## src/rtl/hamming_rx.sv

```systemverilog
// Serial Hamming(7,4) receiver: frames start/7 code bits/stop, corrects single-bit errors.
// Latency: dout/syn/corr/ccnt/dvalid update on the stop-bit edge; 9 enabled cycles per frame.
// Backpressure: none; en qualifies every sample, and en=0 freezes the receiver without strobes.
//
// Ports:
//   clk, rst        rising-edge clock, synchronous active-high reset
//   en, si          bit enable and serial line (idle high), sampled when en=1
//   dout, dvalid    corrected data {d3,d2,d1,d0} and its one-cycle strobe
//   syn, corr       syndrome of the last accepted frame, nonzero-syndrome flag
//   ferr            one-cycle strobe: stop bit was 0, frame discarded
//   busy            receiver is inside a frame
//   ccnt            saturating count of corrected frames
`timescale 1ns/1ps
module hamming_rx #(
  parameter int CNTW    = 8,
  parameter bit STOPCHK = 1'b1
) (
  input  logic            clk,
  input  logic            rst,
  input  logic            en,
  input  logic            si,
  output logic [3:0]      dout,
  output logic            dvalid,
  output logic [2:0]      syn,
  output logic            corr,
  output logic            ferr,
  output logic            busy,
  output logic [CNTW-1:0] ccnt
);

  typedef enum logic [1:0] {IDLE, DATA, STOP} state_t;

  state_t     state;
  logic [2:0] idx;
  logic [6:0] sh;

  logic [2:0] s;
  logic [6:0] fix;
  logic [6:0] cw;
  logic       stop_ok;

  // Decode works on the fully assembled codeword while in STOP.
  always_comb begin
    s[0] = sh[0] ^ sh[2] ^ sh[4] ^ sh[6];
    s[1] = sh[1] ^ sh[2] ^ sh[5] ^ sh[6];
    s[2] = sh[3] ^ sh[4] ^ sh[5] ^ sh[6];
    fix  = 7'd0;
    if (s != 3'd0) begin
      // syndrome names the Hamming position, which is bit (syn-1) of the word
      fix = 7'b1 << (s - 3'd1);
    end
    cw      = sh ^ fix;
    stop_ok = si | ~STOPCHK;
  end

  assign busy = (state != IDLE);

  always_ff @(posedge clk) begin
    if (rst) begin
      state  <= IDLE;
      idx    <= 3'd0;
      sh     <= 7'd0;
      dout   <= 4'd0;
      dvalid <= 1'b0;
      syn    <= 3'd0;
      corr   <= 1'b0;
      ferr   <= 1'b0;
      ccnt   <= '0;
    end else begin
      // strobes last one clock regardless of en
      dvalid <= 1'b0;
      ferr   <= 1'b0;
      if (en) begin
        case (state)
          IDLE: begin
            if (!si) begin
              state <= DATA;
              idx   <= 3'd0;
            end
          end
          DATA: begin
            sh[idx] <= si;
            idx     <= idx + 3'd1;
            if (idx == 3'd6) begin
              state <= STOP;
            end
          end
          STOP: begin
            if (stop_ok) begin
              dout   <= {cw[6], cw[5], cw[4], cw[2]};
              syn    <= s;
              corr   <= (s != 3'd0);
              dvalid <= 1'b1;
              if ((s != 3'd0) && !(&ccnt)) begin
                ccnt <= ccnt + CNTW'(1);
              end
            end else begin
              ferr <= 1'b1;
            end
            // a 0 in the stop slot is consumed here, never reused as a start bit
            state <= IDLE;
          end
          default: state <= IDLE;
        endcase
      end
    end
  end

endmodule

```

## config.mk

```make
export PLATFORM = sky130hd
export DESIGN_NAME = hamming_rx
export DESIGN_NICKNAME = d
export VERILOG_FILES = /design/src/rtl/hamming_rx.sv
export SDC_FILE = /design/constraint.sdc
export NUM_CORES = 1
export LEC_CHECK = 0
export ABC_AREA = 1
export CAP_MARGIN = 40
export CORE_UTILIZATION = 44
export CTS_CLUSTER_DIAMETER = 100
export DETAILED_ROUTE_END_ITERATION = 10
export PLACE_DENSITY = 0.67
export SLEW_MARGIN = 20
export SYNTH_ARGS = -nofsm -noshare
export SYNTH_HDL_FRONTEND = slang
export SYNTH_SLANG_ARGS = --single-unit
```

## constraint.sdc

```tcl
create_clock -name clk -period 3.1 [get_ports clk]
set_input_delay 0.62 -clock clk [delete_from_list [all_inputs] [get_ports clk]]
set_output_delay 0.62 -clock clk [all_outputs]
set_load 0.02 [all_outputs]
```

# Yosys cells after proc, flatten, opt, wreduce, memory -nomap -nowiden
# Index checks and enable logic that the tools add are counted.
# totals
inputBits	4
output_inout_bits	19
wordCells	57
reg_bits	30
# classes
reduce_logical	14
n_bitwise	12
n_lt_le_gt_ge	2
n_shift	1
mux	11
n_eq_ne	5
add_sub_neg	3
# op_table
operator	count
AND reduction 3 bit	3
bitwise XOR 1 bit	9
adder 8 x 1 -> 8 bit, second input constant	1
AND reduction 8 bit	1
bitwise mux 7 bit	1
two-way mux 7 bit	1
<< shifter 1 x 3 -> 7 bit, first input constant	1
bitwise XOR 7 bit	1
one-hot mux 3 bit (2 select lines)	1
< comparator 3 x 4 -> 1 bit, second input constant	1
two-way mux 2 bit	2
inequality test 2 bit, second input constant	2
one-hot mux 2 bit (2 select lines)	1
AND reduction 4 bit	1
nonzero test 2 bit	2
adder 3 x 1 -> 3 bit, second input constant	1
demux 1 bit (select 3 bit)	1
== test 3 bit, second input constant	1
greater-or-equal comparator 3 x 1 -> 1 bit, second input constant	1
two-way mux 1 bit	3
two-way mux 3 bit	1
nonzero test 3 bit	1
OR reduction 3 bit	1
subtractor 3 x 1 -> 3 bit, second input constant	1
other kinds (7)	9

# Depth between registers and ports, before layout
# logic_depth
ltp_word	7
ltp_mapped	15
depth_no_buf	15

# Worst setup path after synthesis
# Ideal clock, no wire load.
# synth_timing
path_kind	reg-to-reg
from	register sh[6]
to	register dout[2]
period_less_slack_ns	1.842
stages_incl_launch_ff	15
setup_ns	0.109
arrival_time_ns	1.733
t_required_ns	2.991
slack_ns	1.258
n_path_buf	0
cell_sequence	dfxtp_1 > inv_1 > nand2_1 > nand2_1 > inv_1 > nand2_1 > nand2_1 > nor2_1 > ha_1 > nor2_1 > nand3_1 > o21bai_1 > nand3_1 > nand2_1 > inv_1
# synth_between
elab_chain_len	5
word_cells_on_any_way	8
cone_classes	1 x add/sub; 1 x shift; 1 x mux; 4 x bitwise; 1 x reduce/logical
# synth_rtl
item	line_no	rtl
start, declared	35	logic [6:0] sh;
start signal, assigned by index	82	sh[idx] <= si;
bitwise XOR 1 bit, on equally long branches	44, 45, 46	
subtractor 3 x 1 -> 3 bit	50	fix = 7'b1 << (s - 3'd1);
<< shifter 1 x 3 -> 7 bit	50	
two-way mux 7 bit (*)	48	if (s != 3'd0) begin
bitwise XOR 7 bit (*)	52	cw = sh ^ fix;
end signal, assigned	90	dout <= {cw[6], cw[5], cw[4], cw[2]};
end, declared	22	output logic [3:0] dout,
# Mark *: on every way between the ends. The rest lies on a longest branch, timed or not.
# A chain may end at the register's enable or synchronous reset.

# Final worst setup path
# layout_timing
from	register sh[6]
to	register dout[3]
# layout_between
elab_chain_len	5
word_cells_on_any_way	8
cone_classes	1 x add/sub; 1 x shift; 1 x mux; 4 x bitwise; 1 x reduce/logical
# layout_rtl
item	line_no
bitwise XOR 1 bit, on equally long branches	44, 45, 46
subtractor 3 x 1 -> 3 bit	50
<< shifter 1 x 3 -> 7 bit	50
two-way mux 7 bit	48
bitwise XOR 7 bit (*)	52
# Marked as above.

==> impl_results.md <==
- RSZ-0062 raised after global routing: false
- Final WL: 3.30 mm
- WL/cell: 10.4 um
- Mux contribution to synthesized area: 1.87%
- Met3 WL: 125 um
- Post-Synth Simple-Gate Area: 34.8%
- Max FO, Critical Path: 8
- Layout cells sized above 1: 7.41%
- Clk sinks: 30
- Die width: 62.5 um
- Reg2Reg Depth: 14
- Post-Syn Nets: 249
- Via density: 4.78
- Vias post-DR: 1511
- FF+latch count, synth: 30
- Clock transition at the registers of the reported paths: 0.10 ns
- Met2 routed WL: 1.50 mm
- Max-slew violations: 0
- Port buffer count: 22
- DRT Pass-1 Iters: 4
- Overflow after GRT: 0
- Sequential share of the synthesized area: 37.3%
- Final min period: 2.13 ns
- Max Used Layer: met4
- R2r setup slk: 0.97 ns
- Hold Startpoint: corr
- Final setup vio count: 0
- Post-synthesis adder-cell area fraction: 3.11%
- Worst Hold Class: flip-flop to flip-flop
- First-pass GRT wire length: 6.19 mm
- DIE HEIGHT: 62.5 um
- Tightest Pin Transition: 0.458 ns
- Drt drc: 0
- Crit path arrival time: 2.41 ns
- Longest Clk Path Bufs: 2
- FP Rows: 21
- TritonCTS Buffers: 5
- Worst skew pair latency: 0.32 ns
- Hpwl dp: 2.40 mm
- Reg-to-Reg Start: sh[6]
- Gpl congestion: 0.816
- P_leak: 0.000859 uW
- GRT Overall Usage: 19.7%
- YS warnings: 0
- ANT cells: 0
- Hold endpoint: corr
- Post-Place Cell Area: 1890 sq um
- Final Instance Area: 1970 sq um
- Run status: complete, no violations
- Fin util: 57.6%
- Post-cts resize count: 0
- Mean Syn Cell Area: 6.68 sq um
- Max H-tree Level: 2
- RR Endpoint: dout[3]
- Hold path depth: 2
- Hold Buf Count CTS: 0
- Area of the mapped netlist: 1610 sq um
- Sum Neg Setup Slack: 0 ns
- # IOs: 23
- CTS tree: built
- CP Class: flip-flop to flip-flop
- Final hold violation count: 0
- Initial DRC Count: 69
- Initial antenna violation count: 0
- Cell count after synthesis: 241
- Largest net degree at the start of global routing: 17
- Xor and xnor area share after synthesis: 3.81%
- Area Overhead vs Synth: 22.3%
- FMAX: 0.469 GHz
- Max-capacitance violation count: 0
- Number of global-route vias before repair: 1442
- Final layout net count: 277
- Critical Path RT: 3.37 ns
- Critical Path Sink Type: flip-flop
- Final Non-Filler Cells: 316
- Starting Density: 47.1%
- Slew HR: 69.3%
- Detail Route Antenna Nets: 0
- # Post-CTS Setup Buffers: 0
- Pwr per Cell Area: 383 nW/um^2
- Number of placed instances, taps included: 308
- Unique masters post-synth: 26
- Worst Setup Start Kind: flip-flop
- Core Region: 3420 sq um
- Fin crit share: 68.8%
- Met1 wire length: 1.63 mm
- Setup Skew: 0.00703 ns
- Largest family of logic cells by synthesized area: simple AND/OR/NAND/NOR gates
- Compound-gate portion of the synthesized area: 9.64%
- CTS root buf: clkbuf_4
- VDD IR max: 0.208 mV
- Die area: 3900 sq um
cell usage in the layout, fill, tap and decap left out, types with 5 or more instances in the layout:
cell / synthesis / layout
inv_1: 32 / 32
nand2_1: 68 / 68
clkbuf_4: 0 / 5
o21ai_0: 7 / 7
nor2_1: 32 / 32
a21oi_1: 15 / 15
clkdlybuf4s50_1: 0 / 22
nand3_1: 18 / 18
dfxtp_1: 30 / 30
synth_stat cells, drive strengths merged:
| cell type | instances | area [sq um] |
|---|---|---|
| buf | 2 | 12.5 |
| mux2i | 3 | 30.0 |
| xor2 | 3 | 26.3 |
| o21a | 1 | 7.51 |
| a211oi | 1 | 7.51 |
| nand4 | 3 | 18.8 |
| o21bai | 1 | 7.51 |
| xnor2 | 4 | 35.0 |
| clkbuf | 2 | 7.51 |
| nand3 | 18 | 90.1 |
| a21oi | 15 | 75.1 |
| nand2 | 70 | 268 |
| or2 | 1 | 6.26 |
| o211ai | 3 | 22.5 |
| inv | 35 | 131 |
| nor3 | 4 | 31.3 |
| ha | 4 | 50.1 |
| dfxtp | 30 | 601 |
| o21ai | 7 | 35.0 |
| nor2 | 34 | 146 |
where the power goes:
part,internal [uW],switching [uW]
Sequential,392,5.37
Combinational,26.0,43.4
Clock,155,133
through the flow:
stage                     hold slack [ns]  power (uW)  worst slack [ns]
final                               0.486         755             0.968
after global routing                0.515         794             0.632
after CTS                           0.493         765             0.963
after detailed placement            0.479         476             0.827
after global placement              0.479         476             0.844
after floorplan                     0.457         451              1.26
worst max-delay path by stage:
stage | from | endpoint | slack (ns)
after global routing | sh[6] | dout[2] | 0.63
after global placement | en | ccnt[1] | 0.84
after detailed placement | en | ccnt[1] | 0.83
after floorplan | sh[6] | dout[2] | 1.26
after CTS | sh[6] | dout[3] | 0.96
final | sh[6] | dout[3] | 0.97
logic make-up after synthesis:
logic type               after synthesis
buffers and inverters                 39
multiplexers                           3
AO/OA/AOI/OAI                         28
flip-flops                            30
adder cells (fa/ha/maj)                4
AND/OR/NAND/NOR                      130
XOR/XNOR                               7
area by class of cell:
| cell class | count | area (sq um) |
|---|---|---|
| multi-input cells | 172 | 857 |
| flip-flops and latches | 30 | 601 |
| fillers | 351 | 1450 |
| well taps | 46 | 57.6 |
| clock buffers | 8 | 78.8 |
| inverters | 35 | 131 |
| repair buffers | 25 | 243 |
flip-flops by register name, summed over array words and instances (netlist names):
signal,cells
state,2
ccnt,8
idx,3
dout,4
syn,3
sh,7
corr,1
ferr,1
dvalid,1
routing by layer:
layer | GRT usage, % | up-vias
met5 | 0 | -
met4 | 8.72 | 0
met3 | 5.29 | 4
met2 | 31.1 | 30
met1 | 25.1 | 664
li1 | - | 813
worst max-delay path, cell delays in order, from the launching register on:
cell	delay (ns)
dfxtp_1	0.41
inv_1	0.12
nand2_1	0.07
nand2_1	0.08
nand2_1	0.09
nand2_1	0.16
nor2_1	0.14
ha_1	0.25
nor2_1	0.26
inv_1	0.07
nor2_1	0.14
nand3_1	0.08
nand3_1	0.11
nand2_1	0.05
inv_1	0.04
No activity file was read; power rests on OpenSTA's default activity.
==> RTL change 1, RTL diff (same flow settings) <==
Register the inputs `en` and `si` before use. The logic sees them one clock later.
--- a/src/rtl/hamming_rx.sv
+++ b/src/rtl/hamming_rx.sv
@@ -32,2 +32,10 @@
 
+  logic en_q;
+  logic si_q;
+
+  always_ff @(posedge clk) begin
+    en_q <= en;
+    si_q <= si;
+  end
+
   state_t     state;
@@ -52,3 +60,3 @@
     cw      = sh ^ fix;
-    stop_ok = si | ~STOPCHK;
+    stop_ok = si_q | ~STOPCHK;
   end
@@ -72,6 +80,6 @@
       ferr   <= 1'b0;
-      if (en) begin
+      if (en_q) begin
         case (state)
           IDLE: begin
-            if (!si) begin
+            if (!si_q) begin
               state <= DATA;
@@ -81,3 +89,3 @@
           DATA: begin
-            sh[idx] <= si;
+            sh[idx] <= si_q;
             idx     <= idx + 3'd1;
Behaviour: not the same (a bounded check fails within 4 cycles, from zero or initial values and one cycle with rst high).
==> RTL change 1 against the unedited design <==
- worst hold slack worse by 0.017 ns
- final area rose by 1.4%
- worst setup slack got worse by 0.035 ns
- synthesized area up 2.8%
- sequential cell count grew 2
- critical path depth stayed put
- sequential share of layout area grew 1.6 points
- synthesized cell count rose by 0.83%
- wire length decreased by 1.3%
- critical endpoint is now dout[2]$_SDFFE_PP0P_
- power is 4.5% higher
- first-iteration DRC count fell by 8.7%
==> RTL change 1: results (changes against the unedited design) <==
- Sequential cell area share: 32.1% (+1.6 points)
- DR WL met3: 150 um (+20%)
- Worst IR drop on VDD: 0.282 mV (+35%)
- Drt first-iter violations: 63 (-8.7%)
- Non-clk invs: 36 (+2.9%)
- Avg Cell Area, Syn: 6.81 um^2 (+2.0%)
- Vias: 1489 (-1.5%)
- Clkbuf count: 6 (-2)
- Rel. slew slack: 75.3% (+6.0 points)
- Fillers: 344 (-2.0%)
- Met1 wire length: 1690 um (+3.3%)
- DP Area: 1920 um^2 (+1.5%)
- Post-synthesis sequential area ratio: 38.7% (+1.4 points)
- GRT Overall Usage: 18.6% (-1.2 points)
- NonClk Buf Share: 11.4% (-0.92 points)
- Multi-input gate count: 171 (-0.58%)
- Comb. pwr: 0.0648 mW (-6.6%)
- Fraction of layout instances using a drive strength above 1: 6.32% (-1.1 points)
- Final clock-cell share: 3.89% (-0.12 points)
- Leakage: 0.858 nW (about the same)
- Status: finished, final reports clean
- RD Place Congestion: 0.809 (-0.92%)
- Seq pwr share: 54.3% (+1.6 points)
- Detail Placement HPWL: 2340 um (-2.6%)
- Top post-synthesis cells by count: 65 x nand2_1, 35 x nor2_1, 32 x dfxtp_1
- Synth top area cells: dfxtp_1 39%, nand2_1 15%, nor2_1 7.9%, inv_1 7.0%, nand3_1 5.4%
- Clock Skews: 0.00478 ns (-0.00225 ns)
- Number of global-route vias before repair: 1364 (-5.4%)
- R2R setup slack: 0.93 ns (-0.04 ns)
- Power per Cell Area: 395 nW/um^2 (+3.1%)
- Worst-Skew Late Latency: 0.28 ns (-0.04 ns)
- Yosys cell types: 28 (+7.7%)
- Root Buffer: clkbuf_8
- Worst r2r dst: dout[2]$_SDFFE_PP0P_
[RTL change 1: logic make-up after synthesis]
| group | share of synthesized area [%] |
|---|---|
| XOR/XNOR | 4.24 |
| AO/OA/AOI/OAI | 9.08 |
| AND/OR/NAND/NOR | 33.4 |
| multiplexers | 1.82 |
| flip-flops | 38.7 |
| adder cells (fa/ha/maj) | 3.03 |
| buffers and inverters | 9.76 |
[RTL change 1: critical path, stage by stage, from the launching register on]
cell and delay [ns]:
dfxtp_1 0.39, inv_1 0.12, nand2_1 0.08, nand2_1 0.09
nand2_1 0.09, nand2_1 0.16, nor2_1 0.16, ha_1 0.26
nor2_1 0.28, inv_1 0.07, nor2_1 0.15, nand3_1 0.08
nand3_1 0.09, nand2_1 0.05, inv_1 0.05
[RTL change 1: through the flow]
step,util [%],worst slack [ns],hold WS [ns]
floorplan,-,1.26,0.458
global placement,55.3,0.952,0.454
detailed placement,55.3,0.966,0.462
CTS,57.5,0.936,0.471
global route,57.5,0.623,0.507
finish,57.5,0.932,0.469
==> RTL change 2, RTL diff (same flow settings) <==
Made on the original files. Set the parameter `CNTW` to 12 (it was 8).
--- a/src/rtl/hamming_rx.sv
+++ b/src/rtl/hamming_rx.sv
@@ -14,3 +14,3 @@
 module hamming_rx #(
-  parameter int CNTW    = 8,
+  parameter int CNTW    = 12,
   parameter bit STOPCHK = 1'b1
Ports: changed (resized ccnt); port bits go from 23 to 27. The function was not compared with the original's and may differ.
==> RTL change 2 against the unedited design <==
- core utilization fell by 1.9 points
- synthesized area increased by 16%
- combinational power fell by 18%
- critical path depth fell by 1
- power grew 8.0%
- first-iteration DRC count is 48% higher
- sequential cell count is 4 higher
- fmax fell by 3.8%
- worst setup slack worse by 0.085 ns
- wire length increased by 18%
- sequential power rose by 12%
- sequential share of layout area is 0.19 points lower
- final area increased by 14%
- largest power group unchanged
- highest routed layer unchanged
==> RTL change 2: results (changes against the unedited design) <==
- P_clk: 0.313 mW (+8.7%)
- DR WL met3: 210 um (+68%)
- Top post-synthesis cells by count: 75 x nand2_1, 41 x inv_1, 37 x nor2_1
- GRT Overall Usage: 20.4% (+0.71 points)
- YS warnings: 0 (unchanged)
- Vias: 1751 (+16%)
- Yosys cell types: 26 (unchanged)
- GR met2 Demand/Resource: 28.4% (-2.7 points)
- First-pass GRT wire length: 6900 um (+11%)
- Synthesized net count: 294 (+18%)
- Detail Placement HPWL: 2750 um (+15%)
- Largest registers: ccnt: 12 flops, sh: 7 flops, dout: 4 flops
- Synth top area cells: dfxtp_1 37%, nand2_1 15%, inv_1 8.3%, nor2_1 7.4%, nand3_1 5.9%
- Worst Hold End: corr$_SDFFE_PP0P_
- Reg2Reg Launch Point: sh[6]$_SDFFE_PP0P_
- Switching power: 0.201 mW (+11%)
- R2R cell count: 13 (-1)
- Seq pwr share: 54.6% (+1.9 points)
- Met1 usage: 29.1% (+4.0 points)
- Root Buffer: clkbuf_8
- Worst r2r dst: dout[2]$_SDFFE_PP0P_
- Leakage: 0.884 nW (+2.9%)
- GR Util met3: 4.28% (-1.0 points)
- Diodes inserted: 0 (unchanged)
- Clk pin slew, worst setup/hold paths: 0.07 ns (-0.03 ns)
- Drt first-iter violations: 102 (+48%)
- RD Place Congestion: 0.873 (+6.9%)
- Number of global-route vias before repair: 1538 (+6.7%)
- Worst-Margin Slew: 0.501 ns (+0.0425 ns)
- Worst IR drop on VDD: 0.241 mV (+16%)
- Post-synthesis sequential area ratio: 36.5% (-0.81 points)
- Largest net degree at the start of global routing: 19 (+2)
- Worst-Skew Late Latency: 0.29 ns (-0.03 ns)
- Status: finished, final reports clean
- I/O Buffers: 26 (+18%)
- Hold path cells: 2 (unchanged)
- Fraction of layout instances using a drive strength above 1: 6.35% (-1.1 points)
- Routed WL per cell: 10.6 um (+2.1%)
- Clock Skews: 0.00696 ns (-0.0000749 ns)
- Met2 wire len: 1590 um (+6.1%)
- R2R setup slack: 0.88 ns (-0.08 ns)
- HP Class: reg -> reg
- Met1 wire length: 2030 um (+24%)
- Max stage delay on crit path: 0.43 ns (+0.02 ns)
- Layout Nets: 323 (+17%)
- Fillers: 408 (+16%)
-- RTL change 2: layout make-up --
cell class              count  share of cell area (%)
clock buffers               6                    3.23
clock inverters             1                   0.334
inverters                  45                    7.53
multi-input cells         202                    43.9
flip-flops and latches     34                    30.3
well taps                  50                    2.79
repair buffers             27                    11.9
-- RTL change 2: cells by family after synthesis --
group / after synthesis / synth area share [%]
XOR/XNOR: 7 / 3.29
buffers and inverters: 50 / 10.7
flip-flops: 34 / 36.5
AO/OA/AOI/OAI: 37 / 10.5
AND/OR/NAND/NOR: 154 / 36.3
adder cells (fa/ha/maj): 4 / 2.68
-- RTL change 2: how the worst max path moves through the flow --
stage          slack, ns              endpoint               start
3_5_place_dp        0.79  ccnt[8]$_SDFFE_PP0P_                  si
3_3_place_gp        0.87  ccnt[8]$_SDFFE_PP0P_                  si
2_1_floorplan       1.25  dout[2]$_SDFFE_PP0P_  sh[6]$_SDFFE_PP0P_
5_1_grt             0.53  dout[2]$_SDFFE_PP0P_  sh[6]$_SDFFE_PP0P_
6_report            0.88  dout[2]$_SDFFE_PP0P_  sh[6]$_SDFFE_PP0P_
4_1_cts             0.88  dout[2]$_SDFFE_PP0P_  sh[6]$_SDFFE_PP0P_
-- RTL change 2: through the flow --
| step | total power, mW | cells | setup WS, ns | util [%] | hold slack [ns] |
|---|---|---|---|---|---|
| floorplan | 0.494 | 286 | 1.25 | - | 0.457 |
| global placement | 0.512 | 358 | 0.867 | 53.7 | 0.477 |
| detailed placement | 0.512 | 358 | 0.785 | 53.7 | 0.469 |
| CTS | 0.825 | 365 | 0.884 | 55.7 | 0.479 |
| global route | 0.858 | 365 | 0.528 | 55.7 | 0.501 |
| finish | 0.815 | 365 | 0.883 | 55.7 | 0.477 |
